==> src/rtl/pipelined_rca_addsub_pkg.sv <==
// Shared ALU definitions for the pipelined ripple-carry adder/subtractor:
// operation-mode encoding and slice-geometry helpers.
package pipelined_rca_addsub_pkg;

    // Operation select carried on the 'sub' input.
    localparam logic MODE_ADD = 1'b0;
    localparam logic MODE_SUB = 1'b1;

    // Bits handled by each pipeline slice.
    function automatic int slice_width(input int width, input int stages);
        return width / stages;
    endfunction

    // Legal geometry: at least two result bits, at least one slice and
    // every slice the same width.
    function automatic bit cfg_ok(input int width, input int stages);
        return (width >= 2) && (stages >= 1) && ((width % stages) == 0);
    endfunction

endpackage

==> src/rtl/pipelined_rca_addsub_if.sv <==
// Operand/result bus of the pipelined adder/subtractor.
//
// Handshake: a beat moves on a rising clk edge where valid and ready are both
// 1. The sender keeps valid and its payload stable until that edge. Ready may
// depend combinationally on the receiver's own state but never on valid, so
// no combinational loop forms through the pair.
interface pipelined_rca_addsub_if #(
    parameter int WIDTH = 32
) ();

    logic             in_valid;
    logic             in_ready;
    logic [WIDTH-1:0] a;
    logic [WIDTH-1:0] b;
    logic             c_in;
    logic             sub;

    logic             out_valid;
    logic             out_ready;
    logic [WIDTH-1:0] sum;
    logic             c_out;
    logic             ovf;
    logic             zero;

    modport master (
        output in_valid, a, b, c_in, sub, out_ready,
        input  in_ready, out_valid, sum, c_out, ovf, zero
    );

    modport slave (
        input  in_valid, a, b, c_in, sub, out_ready,
        output in_ready, out_valid, sum, c_out, ovf, zero
    );

endinterface

==> src/rtl/pipelined_rca_addsub_rca_slice.sv <==
// One combinational ripple-carry slice built from a full-adder chain.
// c_msb_in is the carry entering the slice's top bit; only the most
// significant slice of the pipeline uses it, to form the overflow flag.
module rca_slice #(
    parameter int S = 16
) (
    input  logic [S-1:0] a,
    input  logic [S-1:0] b,
    input  logic         ci,
    output logic [S-1:0] s,
    output logic         co,
    output logic         c_msb_in
);

    logic [S:0] c;

    // Full-adder chain from bit 0 upward.
    always_comb begin
        c    = '0;
        s    = '0;
        c[0] = ci;
        for (int i = 0; i < S; i++) begin
            s[i]   = a[i] ^ b[i] ^ c[i];
            c[i+1] = (a[i] & b[i]) | (c[i] & (a[i] ^ b[i]));
        end
    end

    assign co       = c[S];
    assign c_msb_in = c[S-1];

endmodule

==> src/rtl/pipelined_rca_addsub.sv <==
// WIDTH-bit adder/subtractor whose carry chain is cut into STAGES equal
// slices with a register boundary after each slice. Every stage register
// carries the full-width operands and partial sum, so the operand skew on the
// way in and the result de-skew on the way out fall out of one regular shift
// structure. All stages advance together or hold together; bubbles stay put.
module pipelined_rca_addsub
    import pipelined_rca_addsub_pkg::*;
#(
    parameter int WIDTH  = 32,
    parameter int STAGES = 2
) (
    input logic                  clk,
    input logic                  rst,
    pipelined_rca_addsub_if.slave bus
);

    localparam int S = slice_width(WIDTH, STAGES);
    localparam int L = STAGES - 1;

    if (!cfg_ok(WIDTH, STAGES)) begin : g_bad_cfg
        $error("pipelined_rca_addsub: WIDTH must be >= 2 and a multiple of STAGES");
    end

    logic             advance;
    logic             carry0;
    logic [WIDTH-1:0] b_eff;

    // Stage registers: entry k holds the beat that has passed slice k.
    logic [STAGES-1:0]            valid_q, valid_d;
    logic [STAGES-1:0]            carry_q, carry_d;
    logic [STAGES-1:0][WIDTH-1:0] a_q, a_d;
    logic [STAGES-1:0][WIDTH-1:0] b_q, b_d;
    logic [STAGES-1:0][WIDTH-1:0] sum_q, sum_d;
    logic                         ovf_q, ovf_d;
    logic                         zero_q, zero_d;

    // Inputs seen by each slice: the bus for slice 0, the previous stage
    // register for every later slice.
    logic [STAGES-1:0][WIDTH-1:0] a_in, b_in, sum_in;
    logic [STAGES-1:0]            ci_in, v_in;

    logic [STAGES-1:0][S-1:0]     slice_s;
    logic [STAGES-1:0]            slice_co;
    logic [STAGES-1:0]            slice_cm;

    assign advance      = bus.out_ready | ~valid_q[L];
    assign bus.in_ready = advance;

    // Subtraction is a + ~b + 1, so the operand is inverted once on entry
    // and the forced carry replaces c_in.
    assign b_eff  = (bus.sub == MODE_ADD) ? bus.b : ~bus.b;
    assign carry0 = (bus.sub == MODE_SUB) ? 1'b1 : bus.c_in;

    if (STAGES == 1) begin : g_single
        assign a_in   = bus.a;
        assign b_in   = b_eff;
        assign sum_in = '0;
        assign ci_in  = carry0;
        assign v_in   = bus.in_valid;
    end else begin : g_chain
        assign a_in   = {a_q[STAGES-2:0], bus.a};
        assign b_in   = {b_q[STAGES-2:0], b_eff};
        assign sum_in = {sum_q[STAGES-2:0], {WIDTH{1'b0}}};
        assign ci_in  = {carry_q[STAGES-2:0], carry0};
        assign v_in   = {valid_q[STAGES-2:0], bus.in_valid};
    end

    for (genvar k = 0; k < STAGES; k++) begin : g_slice
        rca_slice #(.S(S)) u_rca (
            .a        (a_in[k][k*S +: S]),
            .b        (b_in[k][k*S +: S]),
            .ci       (ci_in[k]),
            .s        (slice_s[k]),
            .co       (slice_co[k]),
            .c_msb_in (slice_cm[k])
        );
    end

    // Next stage contents: shift everything one slot and drop each slice's
    // result bits into its own field; flags come from the finished top slice.
    always_comb begin
        valid_d = v_in;
        carry_d = slice_co;
        a_d     = a_in;
        b_d     = b_in;
        sum_d   = sum_in;
        for (int k = 0; k < STAGES; k++) begin
            sum_d[k][k*S +: S] = slice_s[k];
        end
        ovf_d  = slice_cm[L] ^ slice_co[L];
        zero_d = (sum_d[L] == '0);
    end

    // Stage registers: cleared by reset, loaded together on advance.
    always_ff @(posedge clk) begin
        if (rst) begin
            valid_q <= '0;
            carry_q <= '0;
            a_q     <= '0;
            b_q     <= '0;
            sum_q   <= '0;
            ovf_q   <= 1'b0;
            zero_q  <= 1'b0;
        end else if (advance) begin
            valid_q <= valid_d;
            carry_q <= carry_d;
            a_q     <= a_d;
            b_q     <= b_d;
            sum_q   <= sum_d;
            ovf_q   <= ovf_d;
            zero_q  <= zero_d;
        end
    end

    assign bus.out_valid = valid_q[L];
    assign bus.sum       = sum_q[L];
    assign bus.c_out     = carry_q[L];
    assign bus.ovf       = ovf_q;
    assign bus.zero      = zero_q;

    // Operand bits below a slice's position are never consumed downstream,
    // and only the top slice's MSB carry feeds a flag; they are gathered here
    // so the intentionally dead bits are collected in one place.
    logic unused_bits;
    assign unused_bits = ^{a_q, b_q, a_in, b_in, slice_cm};

endmodule
==> src/flat_wrapper.sv <==
// flat-port wrapper written by rule: the top's interface ports become plain ports
module pipelined_rca_addsub_flat import pipelined_rca_addsub_pkg::*;
#(
    parameter int WIDTH  = 32,
    parameter int STAGES = 2
)
  (clk, rst, bus_in_valid, bus_a, bus_b, bus_c_in, bus_sub, bus_out_ready, bus_in_ready, bus_out_valid, bus_sum, bus_c_out, bus_ovf, bus_zero);
  pipelined_rca_addsub_if #(.WIDTH(WIDTH)) bus_i ();
  input logic clk;
  input logic rst;
  input wire logic [$bits(bus_i.in_valid)-1:0] bus_in_valid;
  input wire logic [$bits(bus_i.a)-1:0] bus_a;
  input wire logic [$bits(bus_i.b)-1:0] bus_b;
  input wire logic [$bits(bus_i.c_in)-1:0] bus_c_in;
  input wire logic [$bits(bus_i.sub)-1:0] bus_sub;
  input wire logic [$bits(bus_i.out_ready)-1:0] bus_out_ready;
  output wire logic [$bits(bus_i.in_ready)-1:0] bus_in_ready;
  output wire logic [$bits(bus_i.out_valid)-1:0] bus_out_valid;
  output wire logic [$bits(bus_i.sum)-1:0] bus_sum;
  output wire logic [$bits(bus_i.c_out)-1:0] bus_c_out;
  output wire logic [$bits(bus_i.ovf)-1:0] bus_ovf;
  output wire logic [$bits(bus_i.zero)-1:0] bus_zero;
  assign bus_i.in_valid = bus_in_valid;
  assign bus_i.a = bus_a;
  assign bus_i.b = bus_b;
  assign bus_i.c_in = bus_c_in;
  assign bus_i.sub = bus_sub;
  assign bus_i.out_ready = bus_out_ready;
  assign bus_in_ready = bus_i.in_ready;
  assign bus_out_valid = bus_i.out_valid;
  assign bus_sum = bus_i.sum;
  assign bus_c_out = bus_i.c_out;
  assign bus_ovf = bus_i.ovf;
  assign bus_zero = bus_i.zero;
  pipelined_rca_addsub #(.WIDTH(WIDTH), .STAGES(STAGES)) u_core (.clk(clk), .rst(rst), .bus(bus_i));
endmodule
==> config.mk <==
export PLATFORM = sky130hd
export DESIGN_NAME = pipelined_rca_addsub_flat
export DESIGN_NICKNAME = d
export VERILOG_FILES = /design/src/rtl/pipelined_rca_addsub_pkg.sv /design/src/rtl/pipelined_rca_addsub_if.sv /design/src/rtl/pipelined_rca_addsub_rca_slice.sv /design/src/rtl/pipelined_rca_addsub.sv /design/src/flat_wrapper.sv
export SDC_FILE = /design/constraint.sdc
export NUM_CORES = 1
export LEC_CHECK = 0
export CORE_UTILIZATION = 45
export CTS_CLUSTER_DIAMETER = 80
export CTS_CLUSTER_SIZE = 25
export DETAILED_ROUTE_END_ITERATION = 8
export PLACE_DENSITY = 0.72
export SLEW_MARGIN = 10
export SYNTH_ARGS = -nofsm -noshare
export SYNTH_HDL_FRONTEND = slang
export SYNTH_SLANG_ARGS = --single-unit
==> constraint.sdc <==
create_clock -name clk -period 10.9 [get_ports clk]
set_input_delay 2.18 -clock clk [delete_from_list [all_inputs] [get_ports clk]]
set_output_delay 2.18 -clock clk [all_outputs]
set_load 0.005 [all_outputs]
Word-level counts from Yosys, hierarchy flattened:

Cells that the tools add are included.
Widths: inputs -> output; s select.

* multiplexer cells: 2
* reduce and logical (&&, ||, !) cells: 1
* bitwise operators: 164

Operators by type and width (count)
* $xor 1x1->1: 65
* $and 1x1->1: 64
* $or 1x1->1: 33
* $logic_not 32->1: 1
* $mux 32: 1
* $not 32->32: 1
* $mux 1: 1
* $not 1->1: 1

* bits in registers: 118
* logic and storage cells: 175

Depth between registers and ports, before layout:

* depth after elaboration: 35
* depth in mapped cells: 25
* depth with buffers taken out: 22

Cells and area by module:

A second synthesis with hierarchy kept.

* cells, all modules: 458
* area total of the unflattened synthesis: 4160.2 um^2

Modules (own cells, without submodules)
* pipelined_rca_addsub: instances 1, seq. area each 1721.7 um^2, cells each 406, area each 3444.6 um^2
* rca_slice: instances 2, seq. area each 0.0 um^2, cells each 26, area each 357.8 um^2

Worst setup path before layout:

OpenSTA, ideal clock, no wires.

* path kind: input to register
* start: in bus_sub
* end: reg u_core.sum_q, in the netlist u_core.sum_d[47]
* buffers on the path: 3
* data arrival time: 8.940 ns
* setup time: 0.132 ns
* cell stages on the path: 25
* setup slack: 1.828 ns
* cells stage by stage: buf_4 buf_4 buf_4 xnor2_1 fa_1 inv_1 fa_1 inv_1 fa_1 fa_1 fa_1 fa_1 fa_1 fa_1 fa_1 fa_1 fa_1 fa_1 fa_1 fa_1 fa_1 inv_1 fa_1 nand2_1 a21oi_1

* cells in the longest elaborated chain, start to end: 33
* elaborated cells between the ends (all ways): 64
* those cells by class: 2 x mux; 62 x bitwise

RTL lines
* from (decl): RTL line flat_wrapper.sv:15 `input wire logic [$bits(bus_i.sub)-1:0] bus_sub;`
* $mux 32: RTL line pipelined_rca_addsub.sv:51 `assign b_eff = (bus.sub == MODE_ADD) ? bus.b : ~bus.b;`
* $xor 1x1->1: RTL line pipelined_rca_addsub_rca_slice.sv:24 `c[i+1] = (a[i] & b[i]) | (c[i] & (a[i] ^ b[i]));`
* $and 1x1->1: RTL line pipelined_rca_addsub_rca_slice.sv:24
* $or 1x1->1: RTL line pipelined_rca_addsub_rca_slice.sv:24
* $and 1x1->1: RTL line pipelined_rca_addsub_rca_slice.sv:24
* $or 1x1->1: RTL line pipelined_rca_addsub_rca_slice.sv:24
* $and 1x1->1: RTL line pipelined_rca_addsub_rca_slice.sv:24
* $or 1x1->1: RTL line pipelined_rca_addsub_rca_slice.sv:24
* (+18 left out)
* $and 1x1->1: RTL line pipelined_rca_addsub_rca_slice.sv:24
* $or 1x1->1: RTL line pipelined_rca_addsub_rca_slice.sv:24
* $and 1x1->1: RTL line pipelined_rca_addsub_rca_slice.sv:24
* $or 1x1->1: RTL line pipelined_rca_addsub_rca_slice.sv:24
* $and 1x1->1: RTL line pipelined_rca_addsub_rca_slice.sv:24
* $or 1x1->1: RTL line pipelined_rca_addsub_rca_slice.sv:24
* $xor 1x1->1 (*): RTL line pipelined_rca_addsub_rca_slice.sv:23 `s[i] = a[i] ^ b[i] ^ c[i];`
* named net u_core.g_slice[0].u_rca.s[15]: RTL line pipelined_rca_addsub_rca_slice.sv:10 `output logic [S-1:0] s,`
* to (signal assigned): RTL line pipelined_rca_addsub.sv:109 `sum_q <= sum_d;`
* to (decl): RTL line pipelined_rca_addsub.sv:33 `logic [STAGES-1:0][WIDTH-1:0] sum_q, sum_d;`

The timed path passes the listed nets; every way through them passes the cells marked *.
A chain may end at the register's enable or synchronous reset.

Worst setup path after layout:

* start: in bus_b[0]
* end: reg u_core.sum_q, in the netlist u_core.sum_d[47]

* cells in the longest elaborated chain, start to end: 34
* elaborated cells between the ends (all ways): 35
* those cells by class: 1 x mux; 34 x bitwise

RTL lines
* from (decl): RTL line flat_wrapper.sv:13 `input wire logic [$bits(bus_i.b)-1:0] bus_b;`
* $not 32->32: RTL line pipelined_rca_addsub.sv:51
* $mux 32 (*): RTL line pipelined_rca_addsub.sv:51
* $xor 1x1->1: RTL line pipelined_rca_addsub_rca_slice.sv:24
* $and 1x1->1: RTL line pipelined_rca_addsub_rca_slice.sv:24
* $or 1x1->1 (*): RTL line pipelined_rca_addsub_rca_slice.sv:24
* $and 1x1->1 (*): RTL line pipelined_rca_addsub_rca_slice.sv:24
* $or 1x1->1 (*): RTL line pipelined_rca_addsub_rca_slice.sv:24
* $and 1x1->1 (*): RTL line pipelined_rca_addsub_rca_slice.sv:24
* (+19 left out)
* $and 1x1->1 (*): RTL line pipelined_rca_addsub_rca_slice.sv:24
* $or 1x1->1 (*): RTL line pipelined_rca_addsub_rca_slice.sv:24
* $and 1x1->1 (*): RTL line pipelined_rca_addsub_rca_slice.sv:24
* $or 1x1->1 (*): RTL line pipelined_rca_addsub_rca_slice.sv:24
* $and 1x1->1 (*): RTL line pipelined_rca_addsub_rca_slice.sv:24
* $or 1x1->1 (*): RTL line pipelined_rca_addsub_rca_slice.sv:24
* $xor 1x1->1 (*): RTL line pipelined_rca_addsub_rca_slice.sv:23
* named net u_core.g_slice[0].u_rca.s[15]: RTL line pipelined_rca_addsub_rca_slice.sv:10

Marks and branches as above.

==> results.cfg <==
[floorplan]
row_count = 34
die_h_um = 98.07
die_area_sq_mm = 0.009617
core_area_sq_mm = 0.008848
ios = 107
die_w_um = 98.07
initial_core_util = 0.4693

[power]
power_switching_mw = 0.2115
p_clk_frac = 0.252
p_sw_frac = 0.2830
leakage_nw = 2.110
powerDensity_mw_per_mm2 = 139.6
ir_worst_vdd_mv = 0.07278
p_int_mw = 0.5359
power_frac_comb = 0.249
seq_power_share = 0.499

[critical_path]
cp_num_buf_inv = 4
arrival_ns = 9.11
crit_cells = 23
critPathMaxFanout = 1
worstPathCellList = clkdlybuf4s50_1 > xnor2_1 > fa_1 > inv_1 > fa_1 > inv_1 > fa_1 > fa_1 > fa_1 > fa_1 > fa_1 > fa_1 > fa_1 > fa_1 > fa_1 > fa_1 > fa_1 > fa_1 > fa_1 > inv_1 > fa_1 > nand2_1 > a21oi_1
critical_path.top_delay_family = adder cells
r2r-end = u_core.bus.zero
critPathLaunch = bus_b[0]
crit_slowest_cell = clkdlybuf4s50_1
cpPeakStageDelay_ns = 0.42
crit_path_end_kind = flop
critical_path_class = in2reg
cp.required_ns = 11.07
crit_top_cell = fa_1
reg2reg_slack_ns = 2.70
worstRegToRegCells = 22
r2r_start = u_core.carry_q[0]
start_kind = primary input
crit_end = u_core.sum_d[47]

[detailed_routing]
num_vias = 3203
wl_per_cell_um = 13.69
drtIter0Drc = 127
drt_wl_total_mm = 8.831
via_per_inst = 4.966
dr.pass1.iters = 8
drc = 6
ant_nets = 0

[finish]
num-nets-final = 635
post-route-util = 0.6051
ff_latch_area_sq_mm = 0.001722
fillers = 794
area.growth.synth_to_final_pct = 28.92
diodes = 0
multi_input_area_sq_mm = 0.002167
layout-drive-gt1-share = 0.07821

[timing]
hold_viol_final = 0
max_clock_freq_ghz = 0.1119
setup_viol = 0
fin_crit_ns = 8.940
fin_crit_sh = 0.8202
tightest_slew_ns = 1.002
tns_ns = 0
clock_skew_ns = 0.01440
maxSlewViolCount = 0
rsz0062_at_grt = no
max_slew_margin = 0.3320

[global_routing]
gr-total-overflow = 0
grt_usage = 0.1938
grt_pass1_wl_mm = 14.82
first_global_vias = 3136
grt_max_degree = 88
antenna_found_initial = 0

[job]
drv_cap = 0

[cts]
cts_tree = yes
h-tree-depth = 3
clockBufferDepth = 2
clk_pin_slew_ns = 0.07
clock_latency_ns = 0.34
cts-resized-gates = 0
cts_root_buf = clkbuf_8
cts_hold_buf = 0
cts_setup_buffers = 0
cts_num_sinks = 86
numCtsBuffers = 9

[logic_synthesis]
synth_seq_area_share = 0.4146
yosysWarnings = 0
ys_top_cells_by_area = dfxtp_1 41%, fa_1 15%, nand2_1 9.2%
synth_nets = 547
synth_top_area_share = 0.4146
synthCells = 445
avgSynthCellArea_sq_um = 9.332
ys_types = 24
synth-seq-cells = 86
yosys.area.top_type = dfxtp_1
syn-cell-area_sq_mm = 0.004153

[status]
violations = DRC
outcome = complete, but fails checks

[hold_path]
hp-class = reg2reg

[placed_design]
dp_hpwl_mm = 6.400
portBuffers = 106
gp_congestion = 0.7881
sequential cells by signal (all words and copies together), names as in the netlist:
register	flops
u_core.bus.sum	32
u_core.bus.ovf	1
u_core.carry_q	2
u_core.a_d	16
u_core.bus.zero	1
u_core.sum_d	16
u_core.b_d	16
u_core.valid_q	2
metrics by stage:
step | cells | hold WS [ns] | power, mW | setup WS [ns] | instance area, sq um
floorplan | 445 | 0.4319 | 0.4824 | 1.828 | 4153
global placement | 630 | 0.4388 | 0.5622 | 1.746 | 5196
detailed placement | 630 | 0.4461 | 0.5679 | 1.575 | 5196
CTS | 645 | 0.4564 | 0.7568 | 1.940 | 5354
global route | 645 | 0.4745 | 0.7920 | 1.645 | 5354
finish | 645 | 0.4508 | 0.7474 | 1.960 | 5354
per-layer routing:
layer | share of wire | global-route usage | vias to the layer above
li1 | - | - | 1609
met1 | 0.47 | 0.2644 | 1521
met2 | 0.48 | 0.3191 | 65
met3 | 0.038 | 0.02362 | 8
met4 | 0.010 | 0.06643 | 0
met5 | 0 | 0 | -
Yosys cell counts:
| master | count |
|---|---|
| xnor2_1 | 29 |
| nor2b_4 | 1 |
| buf_6 | 2 |
| buf_2 | 13 |
| nand3_1 | 2 |
| nor2_1 | 37 |
| o31ai_1 | 1 |
| dfxtp_1 | 86 |
| xor2_1 | 4 |
| inv_1 | 24 |
| nor4bb_1 | 1 |
| a211oi_2 | 23 |
| fa_1 | 32 |
| clkbuf_1 | 11 |
| nor3_1 | 1 |
| nor4_1 | 6 |
| buf_1 | 1 |
| nand3b_1 | 1 |
| nand2_1 | 102 |
| inv_2 | 1 |
| a21oi_1 | 51 |
| buf_4 | 5 |
| a211oi_1 | 10 |
| nand4_1 | 1 |
layout make-up:
| cell class | count | area share |
|---|---|---|
| sequential | 86 | 0.3216 |
| clock buffer | 12 | 0.02524 |
| tap | 108 | 0.02524 |
| clock inverter | 3 | 0.004207 |
| inverter | 25 | 0.01799 |
| multi-input combinational | 302 | 0.4048 |
| timing repair buffer | 109 | 0.2010 |
power groups by stage:
stage          clock (mW)  sequential (mW)  combinational, mW
6_report            0.189            0.373              0.186
2_1_floorplan           0            0.377              0.105
3_5_place_dp            0            0.380              0.187
5_1_grt             0.207            0.378              0.207
4_1_cts             0.195            0.373              0.188
3_3_place_gp            0            0.379              0.183
cells in the final DEF (no fill, tap or decap):
| cell type | netlist | layout |
|---|---|---|
| a211oi_1 | 10 | 10 |
| a211oi_2 | 23 | 23 |
| a21oi_1 | 51 | 51 |
| buf_2 | 13 | 1 |
| buf_4 | 5 | 4 |
| clkbuf_1 | 11 | 3 |
| clkbuf_8 | 0 | 9 |
| clkdlybuf4s50_1 | 0 | 104 |
| clkinv_2 | 0 | 1 |
| clkinv_4 | 0 | 2 |
| dfxtp_1 | 86 | 86 |
| fa_1 | 32 | 32 |
| inv_1 | 24 | 24 |
| inv_4 | 0 | 1 |
| nand2_1 | 102 | 102 |
| nand3_1 | 2 | 2 |
| nand3b_1 | 1 | 1 |
| nand4_1 | 1 | 1 |
| nor2_1 | 37 | 37 |
| nor2b_4 | 1 | 1 |
| nor3_1 | 1 | 1 |
| nor4_1 | 6 | 6 |
| nor4bb_1 | 1 | 1 |
| o31ai_1 | 1 | 1 |
| xnor2_1 | 29 | 29 |
| xor2_1 | 4 | 4 |
tightest hold or removal path, cell delays in order (launching register included):
cell	delay, ns
dfxtp_1	0.31
nand2_1	0.05
a21oi_1	0.05
cells by family (layout without fill, tap and decap cells):
group           count (synthesis)  in the layout  share of synthesized area
fa+ha+maj                      32             32                     0.1543
buf+inv                        57            149                    0.06357
flops                          86             86                     0.4146
simple gates                  152            152                     0.1473
xor+xnor                       33             33                    0.06960
compound gates                 85             85                     0.1506
worst min path at each step:
stage / startpoint / to / depth (start not counted) / slack, ns
2_1_floorplan: u_core.a_d[60] / u_core.a_d[60] / 2 / 0.43
3_3_place_gp: u_core.bus.sum[7] / u_core.bus.sum[7] / 2 / 0.44
3_5_place_dp: u_core.valid_q[0] / u_core.valid_q[0] / 2 / 0.45
4_1_cts: u_core.bus.sum[25] / u_core.bus.sum[25] / 2 / 0.46
5_1_grt: u_core.valid_q[0] / u_core.valid_q[0] / 2 / 0.47
6_report: u_core.bus.sum[1] / u_core.bus.sum[1] / 2 / 0.45
Note: power is estimated with default switching activity, not from simulation.
